File: config.mk
export PLATFORM = sky130hd
export DESIGN_NAME = issue_ctrl_flat
export DESIGN_NICKNAME = d
export VERILOG_FILES = /design/src/rtl/issue_ctrl_pkg.sv /design/src/rtl/issue_ctrl_if.sv /design/src/rtl/issue_ctrl_hazard_check.sv /design/src/rtl/issue_ctrl.sv /design/src/flat_wrapper.sv
export SDC_FILE = /design/constraint.sdc
export NUM_CORES = 1
export LEC_CHECK = 0
export BUFFER_PORTS_ARGS = -buffer_cell sky130_fd_sc_hd__buf_2
export CORE_MARGIN = 10
export CORE_UTILIZATION = 31
export CTS_CLUSTER_DIAMETER = 100
export CTS_CLUSTER_SIZE = 16
export DETAILED_ROUTE_END_ITERATION = 10
export PLACE_DENSITY = 0.83
export SETUP_SLACK_MARGIN = 0.15
export SYNTH_ARGS = -nofsm -noshare
export SYNTH_HDL_FRONTEND = slang
export SYNTH_HIERARCHICAL = 1
export SYNTH_SLANG_ARGS = --single-unit
File: constraint.sdc
create_clock -name clk -period 1.7 [get_ports clk]
set_input_delay 0 -clock clk [delete_from_list [all_inputs] [get_ports clk]]
set_output_delay 0 -clock clk [all_outputs]
set_load 0.005 [all_outputs]
File: src/rtl/issue_ctrl_pkg.sv
// Shared types and constants for the dual-slot issue controller.
package issue_ctrl_pkg;

  localparam int SB_POS_W = 3;
  localparam int REG_AW   = 5;
  localparam int MD_CNT_W = 6;

  typedef logic [REG_AW-1:0] REG_ADDR;

  // Scoreboard entry: position of the in-flight producer in the pipeline.
  // Positions 0 and 1 mean "absent" or "forwardable".
  typedef struct packed {
    logic [SB_POS_W-1:0] position;
  } SCORE_BOARD_DATA;

  typedef enum logic {
    IDLE = 1'b0,
    BUSY = 1'b1
  } md_state_t;

endpackage

File: src/rtl/issue_ctrl_if.sv
// Candidate/issue and scoreboard bundle between the front end (master)
// and the issue controller (slave).
//
// Handshake: inst_valid[i] offers candidate i (slot 0 is older); issue[i]
// is the same-cycle acceptance, and the candidate is consumed at the next
// rising edge. A candidate that is not issued stays offered. issue[1] is
// never asserted without issue[0]. Scoreboard reads are combinational:
// sb_data answers sb_read_addr in the same cycle.
interface issue_ctrl_if;
  import issue_ctrl_pkg::*;

  logic [1:0]           inst_valid;
  logic [1:0]           inst_wr;
  REG_ADDR [1:0]        inst_dst;
  REG_ADDR [3:0]        inst_src;
  SCORE_BOARD_DATA [1:0] inst_pos;
  logic [1:0]           inst_md;
  logic [1:0]           issue;

  REG_ADDR [3:0]        sb_read_addr;
  SCORE_BOARD_DATA [3:0] sb_data;
  logic [1:0]           sb_write_ena;
  REG_ADDR [1:0]        sb_write_addr;
  SCORE_BOARD_DATA [1:0] sb_data_out;

  modport master (
    output inst_valid, inst_wr, inst_dst, inst_src, inst_pos, inst_md, sb_data,
    input  issue, sb_read_addr, sb_write_ena, sb_write_addr, sb_data_out
  );

  modport slave (
    input  inst_valid, inst_wr, inst_dst, inst_src, inst_pos, inst_md, sb_data,
    output issue, sb_read_addr, sb_write_ena, sb_write_addr, sb_data_out
  );

endinterface

File: src/rtl/issue_ctrl_hazard_check.sv
// Operand readiness for one issue slot: both sources must be either r0
// or held by a producer that is absent or able to forward.
module hazard_check
  import issue_ctrl_pkg::*;
#(
  parameter int SB_POS_W = issue_ctrl_pkg::SB_POS_W
) (
  input  REG_ADDR [1:0]         src,
  input  SCORE_BOARD_DATA [1:0] data,
  output logic                  ready
);

  logic [1:0] op_ready;
  logic       unused_pos_lsb;

  // Per operand: r0 never waits; otherwise only positions 0/1 are usable.
  always_comb begin
    op_ready = '0;
    for (int k = 0; k < 2; k++) begin
      op_ready[k] = (src[k] == '0) || (data[k].position[SB_POS_W-1:1] == '0);
    end
  end

  assign ready = &op_ready;

  // Position bit 0 only distinguishes absent from forwardable.
  assign unused_pos_lsb = ^{data[0].position[0], data[1].position[0]};

endmodule

File: src/rtl/issue_ctrl.sv
// Dual-slot in-order issue controller with a shared multi-cycle mul/div
// unit. Issue and scoreboard writes are combinational; only the mul/div
// occupancy FSM is registered. Define ISSUE_DUAL_EN to enable slot 1;
// the default build issues at most one instruction per cycle.
module issue_ctrl
  import issue_ctrl_pkg::*;
#(
  parameter int MD_LAT   = 32,
  parameter int SB_POS_W = issue_ctrl_pkg::SB_POS_W
) (
  input  logic        clk,
  input  logic        rst_n,
  input  logic        flush,
  input  logic        stall,
  issue_ctrl_if.slave bus,
  output logic        md_busy,
  output md_state_t   md_state
);

  localparam logic [MD_CNT_W-1:0] MD_LOAD = MD_CNT_W'(MD_LAT - 1);

  logic [MD_CNT_W-1:0] md_cnt;
  logic                run;
  logic                ready0;
  logic [1:0]          issue_c;
  logic [1:0]          sb_we;
  logic                md_issue;

  hazard_check #(.SB_POS_W(SB_POS_W)) u_hc0 (
    .src   (bus.inst_src[1:0]),
    .data  (bus.sb_data[1:0]),
    .ready (ready0)
  );

`ifdef ISSUE_DUAL_EN
  logic ready1;
  logic raw;

  hazard_check #(.SB_POS_W(SB_POS_W)) u_hc1 (
    .src   (bus.inst_src[3:2]),
    .data  (bus.sb_data[3:2]),
    .ready (ready1)
  );

  // Slot 1 may not read what the older slot writes in the same pair.
  assign raw = bus.inst_wr[0] && (bus.inst_dst[0] != '0) &&
               ((bus.inst_src[2] == bus.inst_dst[0]) ||
                (bus.inst_src[3] == bus.inst_dst[0]));
`else
  logic unused_slot1;
  assign unused_slot1 = ^{bus.inst_valid[1], bus.sb_data[3], bus.sb_data[2]};
`endif

  // In-order issue decision; run keeps issue off until the first edge
  // after reset release.
  always_comb begin
    issue_c    = '0;
    issue_c[0] = run & bus.inst_valid[0] & ready0 &
                 ~(bus.inst_md[0] & md_busy) & ~stall & ~flush;
`ifdef ISSUE_DUAL_EN
    issue_c[1] = issue_c[0] & bus.inst_valid[1] & ready1 &
                 ~(bus.inst_md[1] & (md_busy | bus.inst_md[0])) & ~raw;
`endif
  end

  // Scoreboard writes follow issue; r0 is never tracked.
  always_comb begin
    sb_we = '0;
    for (int i = 0; i < 2; i++) begin
      sb_we[i] = issue_c[i] & bus.inst_wr[i] & (bus.inst_dst[i] != '0);
    end
  end

  assign md_issue          = |(issue_c & bus.inst_md);
  assign bus.issue         = issue_c;
  assign bus.sb_write_ena  = sb_we;
  assign bus.sb_write_addr = bus.inst_dst;
  assign bus.sb_data_out   = bus.inst_pos;
  assign bus.sb_read_addr  = bus.inst_src;

  // Mul/div occupancy FSM: MD_LAT busy cycles per issued md op, counter
  // runs through stalls, flush abandons the operation.
  always_ff @(posedge clk or negedge rst_n) begin
    if (!rst_n) begin
      md_state <= IDLE;
      md_cnt   <= '0;
      md_busy  <= 1'b0;
      run      <= 1'b0;
    end else begin
      run <= 1'b1;
      if (flush) begin
        md_state <= IDLE;
        md_cnt   <= '0;
        md_busy  <= 1'b0;
      end else begin
        case (md_state)
          IDLE: begin
            if (md_issue) begin
              md_state <= BUSY;
              md_cnt   <= MD_LOAD;
              md_busy  <= 1'b1;
            end
          end
          BUSY: begin
            if (md_cnt == '0) begin
              md_state <= IDLE;
              md_busy  <= 1'b0;
            end else begin
              md_cnt <= md_cnt - 1'b1;
            end
          end
          default: begin
            md_state <= IDLE;
            md_busy  <= 1'b0;
          end
        endcase
      end
    end
  end

endmodule
File: src/flat_wrapper.sv
// flat-port wrapper written by rule: the top's interface ports become plain ports
module issue_ctrl_flat import issue_ctrl_pkg::*;
#(
  parameter int MD_LAT   = 32,
  parameter int SB_POS_W = issue_ctrl_pkg::SB_POS_W
)
  (clk, rst_n, flush, stall, md_busy, md_state, bus_inst_valid, bus_inst_wr, bus_inst_dst, bus_inst_src, bus_inst_pos, bus_inst_md, bus_sb_data, bus_issue, bus_sb_read_addr, bus_sb_write_ena, bus_sb_write_addr, bus_sb_data_out);
  issue_ctrl_if bus_i ();
  input  logic clk;
  input  logic rst_n;
  input  logic flush;
  input  logic stall;
  output logic md_busy;
  output md_state_t md_state;
  input wire logic [$bits(bus_i.inst_valid)-1:0] bus_inst_valid;
  input wire logic [$bits(bus_i.inst_wr)-1:0] bus_inst_wr;
  input wire logic [$bits(bus_i.inst_dst)-1:0] bus_inst_dst;
  input wire logic [$bits(bus_i.inst_src)-1:0] bus_inst_src;
  input wire logic [$bits(bus_i.inst_pos)-1:0] bus_inst_pos;
  input wire logic [$bits(bus_i.inst_md)-1:0] bus_inst_md;
  input wire logic [$bits(bus_i.sb_data)-1:0] bus_sb_data;
  output wire logic [$bits(bus_i.issue)-1:0] bus_issue;
  output wire logic [$bits(bus_i.sb_read_addr)-1:0] bus_sb_read_addr;
  output wire logic [$bits(bus_i.sb_write_ena)-1:0] bus_sb_write_ena;
  output wire logic [$bits(bus_i.sb_write_addr)-1:0] bus_sb_write_addr;
  output wire logic [$bits(bus_i.sb_data_out)-1:0] bus_sb_data_out;
  assign bus_i.inst_valid = bus_inst_valid;
  assign bus_i.inst_wr = bus_inst_wr;
  assign bus_i.inst_dst = bus_inst_dst;
  assign bus_i.inst_src = bus_inst_src;
  assign bus_i.inst_pos = bus_inst_pos;
  assign bus_i.inst_md = bus_inst_md;
  assign bus_i.sb_data = bus_sb_data;
  assign bus_issue = bus_i.issue;
  assign bus_sb_read_addr = bus_i.sb_read_addr;
  assign bus_sb_write_ena = bus_i.sb_write_ena;
  assign bus_sb_write_addr = bus_i.sb_write_addr;
  assign bus_sb_data_out = bus_i.sb_data_out;
  issue_ctrl #(.MD_LAT(MD_LAT), .SB_POS_W(SB_POS_W)) u_core (.clk(clk), .rst_n(rst_n), .flush(flush), .stall(stall), .bus(bus_i), .md_busy(md_busy), .md_state(md_state));
endmodule
* Yosys cells after proc, flatten, opt, wreduce, memory -nomap -nowiden
Index checks and enable logic that the tools add are counted.
Operators by class: add/subtract/negate cells 1, equality and inequality tests 3, multiplexer cells 12, bitwise logic cells 13, reduce and logical (&&, ||, !) cells 12
Operator list (count):
- $mux 6 | 3
- $pmux 6 s2 | 1
- $logic_not 5->1 | 2
- $and 1x1->1 | 8
- $logic_not 6->1 | 1
- $mux 1 | 6
- $ne 3x3->1 const B | 2
- $reduce_and 2->1 | 3
- $sub 6x1->6 const B | 1
- $reduce_bool 5->1 | 1
- $logic_not 2->1 | 2
- $not 1->1 | 4
- $pmux 1 s2 | 2
- $ne 3x2->1 const B | 1
- $and 1x2->2 | 1
- $logic_or 1x1->1 | 2
- $reduce_or 2->1 | 1
Storage, ports and cells: bits in registers 9, input port bits 58, output and inout bits 42

* Logic depth before layout (Yosys ltp)
Gate-level depths: netlist of the first run.
word-level depth 12, depth in mapped cells 6, depth with buffers taken out 6

* Hierarchy
Netlist of the first run, hierarchy kept.
Modules (own cells, without submodules):
- issue_ctrl | times used 1, cells each 102, area an instance 880.8 um^2, sequential area each 225.2 um^2
- hazard_check | times used 1, cells each 5, area an instance 33.8 um^2, sequential area each 0.0 um^2

* Worst setup path after synthesis of the first run
Ideal clock, no wire load.
path kind input to register, start point in bus_inst_src[0], end point reg u_core.md_cnt[0], setup time 104 ps, arrival 1588 ps, data required time 1596 ps, slack 8 ps, stages 6, path buffers 0, cell sequence or4_1 > o22ai_1 > and2_1 > nor4b_1 > a21oi_1 > a221oi_1
Between the ends: word-level cells in the longest chain between the ends 11
RTL lines:
- start: declaration | line flat_wrapper.sv:18 | input wire logic [$bits(bus_i.inst_src)-1:0] bus_inst_src;
- $logic_not 5->1 | line issue_ctrl_hazard_check.sv:20 | op_ready[k] = (src[k] == '0) || (data[k].position[SB_POS_W-1:1] == '0);
- $logic_or 1x1->1 | line issue_ctrl_hazard_check.sv:20
- $reduce_and 2->1 | line issue_ctrl_hazard_check.sv:24 | assign ready = &op_ready;
- net u_core.ready0 | line issue_ctrl.sv:24 | logic ready0;
- $and 1x1->1 (2 in a row) | line issue_ctrl.sv:58 | issue_c[0] = run & bus.inst_valid[0] & ready0 &
- $and 1x1->1 (2 in a row) | line issue_ctrl.sv:59 | ~(bus.inst_md[0] & md_busy) & ~stall & ~flush;
- $and 1x2->2 | line issue_ctrl.sv:74 | assign md_issue = |(issue_c & bus.inst_md);
- $reduce_or 2->1 | line issue_ctrl.sv:74
- $ne 3x2->1 (no line)
- $reduce_and 2->1 (no line)
- end signal: assignment | line issue_ctrl.sv:109 | md_cnt <= md_cnt - 1'b1;
- end: declaration | line issue_ctrl.sv:22 | logic [MD_CNT_W-1:0] md_cnt;
The timed path passes the listed nets, and every way through them passes these cells. A chain may end at the register's enable or synchronous reset.

* Final worst setup path of the first run
start point reg u_core.md_cnt[1], end point reg u_core.md_cnt[4]
Between the ends: word-level cells in the longest chain between the ends 4
RTL lines:
- $sub 6x1->6 | line issue_ctrl.sv:109
- $mux 6 | line issue_ctrl.sv:105 | if (md_cnt == '0) begin
- $pmux 6 s2 | line issue_ctrl.sv:96 | case (md_state)
- $mux 6 | line issue_ctrl.sv:91 | if (flush) begin
Parallel ways exist; a longest one is shown, timed or not. The select of a mux whose other input is x is not followed.

==> out/summary.md, run 1 <==
The logs give 454 µm² for the area of the multi-input gates and 1.88 mm for the detailed-placement wirelength estimate. For the worst setup path, the data required time is 1.85 ns. Clock tree synthesis inserted a total of 3 buffers.

Setup violations remaining at the end of the flow were counted as 0. By count the netlist is led by sky130_fd_sc_hd__buf_4, sky130_fd_sc_hd__dfrtp_1, sky130_fd_sc_hd__a21oi_1. The synthesis-stage register bit count was 9; the via count of the first global-routing pass was 755. The number of antenna-violating nets in the routed design was 0. The tools report the sort of element at the end of the critical path as a register. Fill cell total of the finished layout: 276. The synthesized design spends more area on one cell type than any other, namely sky130_fd_sc_hd__buf_4. The initialized floorplan defines 19 standard-cell rows. Summing the areas of all and, or, nand and nor instances in the mapped netlist gives 20.5% of the synthesized area. The die covers 5520 µm².

The synthesized-area fraction occupied by ao, oa, aoi and oai cells came out at 17.6%. The total count of max-transition violations in the final report came out at 0. Among all cell types in the netlist, the one instantiated most often is sky130_fd_sc_hd__buf_4. The logs give 1 for the number of H-tree levels and 1050 µm² for the post-route cell area. In the final routed layout, each cell accounts on average for 15.7 µm. Registers take 225 µm². The total placed instance area is 936 µm², and the maximum number of buffers from clock root to sink is 2. The minimum clock period after layout is 1.61 ns. Adding up every negative setup slack in the final design gives 0 ns. For this run, the slowest stage of the critical path takes 0.50 ns. In this run the critical register-to-register path is captured at u_core/md_cnt[4]$_DFFE_PN0P_.

The number of antenna violations at the first check in global routing came out at 0. Across all layers, the routed design uses 802 vias. The share of cells above drive strength 1 came out at 58.4%.

The critical path in this run is classified as register to register. For this run, the total global-route usage over all layers was measured as 7.96%. Setup repair after global routing could not meet its margin everywhere. For the count of final hold-check violations, the log shows 0.

The slowest stage of the critical path is the sky130_fd_sc_hd__or4b_4 cell. The run finished with clean final reports. The fraction of the mapped netlist area in adder cells was 2.74%; the worst setup skew after layout was 0.00815 ns. VDD sags by at most 0.000301 V. Data arrives at the worst endpoint at 1.76 ns. Walking the worst path, the cells encountered are inv_2 > ha_4 > or4b_4 > o211ai_1 > a21oi_2. Counting distinct cell types in the post-synthesis netlist gives 36. The final layout contains 186 nets. During placement, the flow inserted port buffers numbering 44. The number of clock sinks came out at 9. The depth of the worst hold-timing path was 0. The portion of synthesized area spent on multiplexers is 0%. The tools report the maximum achievable frequency as 0.620 GHz. The number of buffer and inverter stages on the critical path came out at 1. The tool flagged a number of max-cap violations equal to 0. For the combined area of all synthesized cells, the log shows 915 µm².

Dominant delay contributor by cell family on the critical path: simple AND/OR/NAND/NOR gates. The count of cells along the worst register-to-register path came out at 5. Hold is met by 0.00000224 ns. In this run, the number of DRC markers left after iteration 0 of detailed routing was 25. The startpoint identified for the worst hold timing path is bus_inst_src[14]. The chip width is 74.3 µm. By area the synthesized netlist is led by sky130_fd_sc_hd__buf_4, sky130_fd_sc_hd__dfrtp_1, sky130_fd_sc_hd__a21oi_1. The startpoint identified for the worst register-to-register timing path is u_core/md_cnt[1]$_DFFE_PN0P_. The logs give 0 for the total congestion overflow and 0 for the post-detailed-route DRC marker count.

The effective utilization at floorplan is 32.9%, and the aggregate routed wire length is 2.45 mm. The minimum setup slack among reg-to-reg paths is 0.09 ns, and the async set or reset register ratio after synthesis is 100%. For this run, the detailed router's first-pass iteration total came to 5.

Yosys mapped a number of flops with a built-in enable equal to 0. At the end of the flow the core is filled with cells to 37.7%. TritonCTS built the clock tree.

For this run, the leading register cell type out of synthesis is sky130_fd_sc_hd__dfrtp_1. After floorplanning, the core was sized to cover 2780 µm². The path class of the tightest hold or removal check is primary input to output pin. A synthesized cell averages 8.55 µm².

At the end of routability-driven placement, the weighted congestion stood at 0.864. The tree is rooted in a sky130_fd_sc_hd__clkbuf_4. The repair_antennas step left the layout with diodes totalling 0. The height of the chip was 74.3 µm; the maximum net fanout on the critical path was 3.

The first global-routing pass estimated 3.56 mm of wire. Of the available clock period, the critical path in the final layout requires 95.0%. Summed over its instances, the top area cell type makes up 31.2% of the synthesized netlist area. Entering global routing, the biggest net connects 13 pins. After clock tree synthesis, the clock-pin slew on the worst setup and hold paths is 0.07 ns. The hold path endpoint is bus_sb_read_addr[14].

Relative to the synthesized area, the layout overhead comes to 14.8%. The run gives 100 as the number of top-level pins. Category of the worst setup path launch point: a register.

In the routed layout, each cell is associated on average with a via count of 5.14. The sequential element share of the synthesized area was 24.6%. The synthesized netlist devotes 0% of its cell area to XOR and XNOR gates. The cell area power density is 454 nW/µm², and the sum of internal, switching and leakage power is 0.476 mW. Synthesis produced 107 cells.

For this run, the number of Yosys warnings is 6. The later pin in the worst-skew pair is clocked with a latency of 0.26 ns. Total leakage power: 0.484 nW. After synthesis, the largest family of logic cells by area is buffers and inverters.
worst reg2reg max path, delay by kind of cell (launching register included):
kind | cells | cell delay, ns
compound gates | 2 | 0.34
fa+ha+maj | 1 | 0.14
buf+inv | 1 | 0.10
flops | 1 | 0.42
simple gates | 1 | 0.50
power breakdown:
group          internal (mW)  switching, mW  leakage [nW]  total, mW
registers              0.216        0.00107         0.123      0.217
logic                 0.0477         0.0415         0.346     0.0892
clock network         0.0906         0.0796        0.0150      0.170
metrics by stage:
step                      instances  setup WS [ns]
after floorplan                 108          0.169
after global placement          149        -0.0384
after detailed placement        149        -0.0425
after CTS                       156          0.137
after global routing            156         0.0615
final                           156         0.0858
layer usage:
metal	vias up	track usage (%)	routed length [µm]
li1	381	-	-
met1	365	7.32	830
met2	50	15.1	1220
met3	6	3.99	361
met4	0	2.24	36
met5	-	0	0
registers in the layout (all words and copies together) (netlist names):
signal,flops
u_core/md_busy,1
u_core/md_cnt,6
u_core/md_state,1
u_core/run,1
cell type report:
class | count | share of cell area (%)
inverters | 4 | 1.43
flip-flops and latches | 9 | 21.5
multi-input cells | 55 | 43.3
repair buffers | 53 | 27.7
well taps | 31 | 3.69
clock buffers | 4 | 2.50
repair_timing:
item	4_1_cts	5_1_grt
resized for setup	12	3
pin swaps	7	6
hold endpoints to repair	9	0
setup buffers	2	0
endpoints found under the setup margin	7	8
hold buffers	1	0
cell families (layout without fill, tap and decap cells):
kind of cell,Yosys count,in the layout
buf+inv,44,61
other cells,2,3
fa+ha+maj,2,2
compound gates,24,24
simple gates,26,26
flops,9,9
worst max path at each step:
stage / start / to / slack, ns / depth (start not counted)
finish: u_core/md_cnt[1]$_DFFE_PN0P_ / u_core/md_cnt[4]$_DFFE_PN0P_ / 0.09 / 5
global route: u_core/md_cnt[0]$_DFFE_PN0P_ / u_core/md_cnt[4]$_DFFE_PN0P_ / 0.06 / 5
CTS: u_core/md_cnt[0]$_DFFE_PN0P_ / u_core/md_cnt[1]$_DFFE_PN0P_ / 0.14 / 5
detailed placement: bus_inst_src[0] / u_core/md_cnt[0]$_DFFE_PN0P_ / -0.04 / 7
global placement: bus_inst_src[0] / u_core/md_cnt[3]$_DFFE_PN0P_ / -0.04 / 9
floorplan: bus_inst_src[0] / u_core/md_cnt[0]$_DFFE_PN0P_ / 0.17 / 6
placed cells by master, fill, tap and decap left out, types with 2 or more instances in the layout:
cell / Yosys / routed
sky130_fd_sc_hd__a21oi_2: 0 / 2
sky130_fd_sc_hd__a31oi_1: 2 / 2
sky130_fd_sc_hd__buf_4: 38 / 8
sky130_fd_sc_hd__and2_1: 2 / 2
sky130_fd_sc_hd__a21oi_1: 8 / 6
sky130_fd_sc_hd__inv_1: 4 / 2
sky130_fd_sc_hd__conb_1: 2 / 3
sky130_fd_sc_hd__clkbuf_4: 0 / 3
sky130_fd_sc_hd__or4b_4: 0 / 2
sky130_fd_sc_hd__o22ai_1: 2 / 2
sky130_fd_sc_hd__nand2_1: 3 / 3
sky130_fd_sc_hd__or4_1: 3 / 3
sky130_fd_sc_hd__buf_2: 0 / 44
sky130_fd_sc_hd__nand3b_1: 2 / 2
sky130_fd_sc_hd__a221oi_2: 0 / 2
sky130_fd_sc_hd__dfrtp_1: 9 / 9
sky130_fd_sc_hd__inv_2: 0 / 2
(Power assumes the default switching activity.)
==> inputs of run 2 (changes only) <==
--- a/config.mk
+++ b/config.mk
@@ -11,7 +11,7 @@
 export CTS_CLUSTER_DIAMETER = 100
 export CTS_CLUSTER_SIZE = 16
 export DETAILED_ROUTE_END_ITERATION = 10
-export PLACE_DENSITY = 0.83
+export PLACE_DENSITY = 0.73
 export SETUP_SLACK_MARGIN = 0.15
 export SYNTH_ARGS = -nofsm -noshare
 export SYNTH_HDL_FRONTEND = slang
==> out/summary.md, run 2 (same netlist as run 1, synthesis figures left out) <==
Number of buffer and inverter stages on the critical path: 1. Setup repair after global routing could not meet its margin everywhere. Path category of the worst min-delay check: primary input to output pin. The tools report the number of diodes as 0. The run finished with clean final reports.

The later pin in the worst-skew pair is clocked with a latency of 0.28 ns. The run gives 0 as the total count of max-transition violations in the final report. Dividing the final minimum period by the clock period gives 93.3%. The tools report the register cell area after layout as 225 µm².

In this run the deepest clock path goes through 2 buffers. The run gives 100 as the number of top-level pins. The number of H-tree levels was 1; the final instance count without filler cells was 155. The via count of the first global-routing pass was 859. The average wire per standard cell was 16.7 µm. Summed over all nets, the half-perimeter wirelength after detailed placement is 1.98 mm. The tools report the part of the total power dissipated in combinational logic as 18.3%.

For the number of clock sinks, the log shows 9. u_core/md_cnt holds more flip-flops than any other register. Global routing used 8.69% of the available tracks across all layers. Summed over all nets, the switching power comes to 0.132 mW. In this run, flip-flops and latches consume 44.6% of the power.

Buffers placed on the I/O ports in this run total 44. Dominant delay contributor by cell family on the critical path: simple AND/OR/NAND/NOR gates. The origin of the critical flop-to-flop path was u_core/md_cnt[0]$_DFFE_PN0P_. Buffers inserted during clock tree synthesis total 3.

The worst hold path terminates at bus_sb_read_addr[17]. The total area inside the core boundary comes to 2780 µm². For this run, the detailed router's first-pass iteration total came to 4. Summing all multi-input logic gate instances after layout gives 455 µm². The worst setup skew after layout was 0.00150 ns. For this block, the routed nets add up to 2.59 mm of wire. Once the floorplan was initialized, standard cells occupied 32.9% of the core. At the worst endpoint, the arrival time is 1.74 ns. The top cell types in the final layout, fill and taps aside, are sky130_fd_sc_hd__buf_2, sky130_fd_sc_hd__dfrtp_1, sky130_fd_sc_hd__a21oi_1, sky130_fd_sc_hd__buf_4. Along the worst path, the maximum fanout reaches 4. The post-CTS clock slew at the launch and capture registers of the worst setup and hold paths came out at 0.06 ns.

The global-route wire length before repair is 3.78 mm. Counting the fill cells in the layout gives 279. The tools report the routability congestion estimate from global placement as 0.889.

The chip width works out to 74.3 µm. The run gives 0 as the count of final hold-check violations. Data on the critical path is required at its endpoint by 1.85 ns.

The final-report setup violation count was 0. The die covers 5520 µm². The routed layout has 817 vias. The tools report the clock root buffer as sky130_fd_sc_hd__clkbuf_4.

Dividing total power by cell area gives a power density of 466 nW/µm². The internal power of the cells totals 0.354 mW. The sum of internal, switching and leakage power came out at 0.486 mW. The library cell used most frequently in the layout, excluding fill and tap cells, is sky130_fd_sc_hd__buf_2. The number of antenna-violating nets in the routed design was 0. The tool flagged a number of max-cap violations equal to 0. By startpoint and endpoint, the worst setup path is classified as register to register. The number of antenna violations at the first check in global routing came out at 0. For this block, the initial DRC count from the detailed router was 25. After global routing the overflow that remains totals 0. The worst hold path begins at bus_inst_src[17]. Endpoint of the lowest-slack register-to-register path: u_core/md_cnt[0]$_DFFE_PN0P_.

Of the total power, the share spent switching nets is 27.2%. The share of total power dissipated in the clock network is 37.1%. The worst ir drop on vdd was 0.000227 V.

The count of cells along the worst register-to-register path is 5, and the maximum achievable frequency is 0.631 GHz. Share of cells above drive strength 1: 57.3%. For the cell total after placement, the log shows 147. The height of the chip is 74.3 µm.

Summed over all cells, the static leakage comes to 0.480 nW. TritonCTS built the clock tree. The depth of the worst hold-timing path works out to 0.

For this design, the slowest cell found on the critical path is sky130_fd_sc_hd__or4b_4. In the routed design, unresolved DRC markers number 0. Sort of element at the end of the critical path: a register.

For the placement row count, the log shows 19. Largest net degree at the start of global routing: 13. The category of the worst setup path launch point was a register.

The register with the most flip-flops in the layout has 6 of them. For this run, the post-layout net count is 185. The setup check on the worst reg-to-reg path leaves a slack of 0.11 ns. The clock period could shrink to 1.59 ns. The critical path goes through inv_2 > ha_4 > or4b_4 > o21ai_4 > a221oi_2.

The growth of design area from synthesis to finish is 14.1%, and the via density per instance is 5.27. The delay of the slowest cell on the worst path was 0.50 ns.
## run 2: changes by cell type in the layout (fill, tap and decap cells not counted), sizes merged
cell | before | now
buf | 52 | 51
## run 2: power groups by stage
stage | registers [mW] | clock network, mW | logic, mW
floorplan | 0.221 | 0 | 0.0909
global placement | 0.221 | 0 | 0.0817
detailed placement | 0.221 | 0 | 0.0838
CTS | 0.217 | 0.178 | 0.0879
global route | 0.217 | 0.190 | 0.0987
finish | 0.217 | 0.180 | 0.0887
## run 2: how the worst max path moves through the flow
stage	startpoint	end	slack, ns	cells after the start
finish	u_core/md_cnt[0]$_DFFE_PN0P_	u_core/md_cnt[0]$_DFFE_PN0P_	0.11	5
global route	u_core/md_cnt[0]$_DFFE_PN0P_	u_core/md_cnt[5]$_DFFE_PN0P_	0.06	5
CTS	u_core/md_cnt[1]$_DFFE_PN0P_	u_core/md_cnt[0]$_DFFE_PN0P_	0.15	5
detailed placement	bus_inst_src[0]	u_core/md_cnt[3]$_DFFE_PN0P_	-0.08	9
global placement	bus_inst_src[0]	u_core/md_cnt[1]$_DFFE_PN0P_	-0.006	7
floorplan	bus_inst_src[0]	u_core/md_cnt[0]$_DFFE_PN0P_	0.17	6
## run 2: routing by layer
metal / GRT usage [%] / wire length [µm] / up-vias
met4: 5.49 / 85 / 0
met2: 15.8 / 1330 / 39
met5: 0 / 0 / -
met3: 3.59 / 324 / 17
met1: 7.79 / 853 / 385
li1: - / - / 376
## run 2: metrics by stage
| step | setup TNS (ns) | setup slack, ns | utilization, % | hold slack, ns | cell area [µm²] |
|---|---|---|---|---|---|
| after CTS | 0 | 0.146 | 36.4 | 0.0000346 | 1010 |
| after global placement | -0.00632 | -0.00632 | 33.1 | -0.137 | 921 |
| final | 0 | 0.114 | 37.5 | 0.00000224 | 1040 |
| after detailed placement | -0.306 | -0.0830 | 33.1 | -0.133 | 921 |
| after floorplan | 0 | 0.169 | - | -0.296 | 925 |
| after global routing | 0 | 0.0569 | 37.5 | 0.00000795 | 1040 |
## run 2: timing repair
action                     CTS  global route
hold buffers                 1             0
resized for setup           11             3
pin swaps                    5             8
hold endpoints to repair     9             0
setup endpoints to repair    7             9
buffers inserted             1             2
## run 2: area by class of cell
type	count	area share [%]
Clock buffer	4	2.52
Sequential cell	9	21.6
Inverter	4	1.44
Multi-Input combinational cell	55	43.6
Tap cell	31	3.72
Timing Repair Buffer	52	27.1
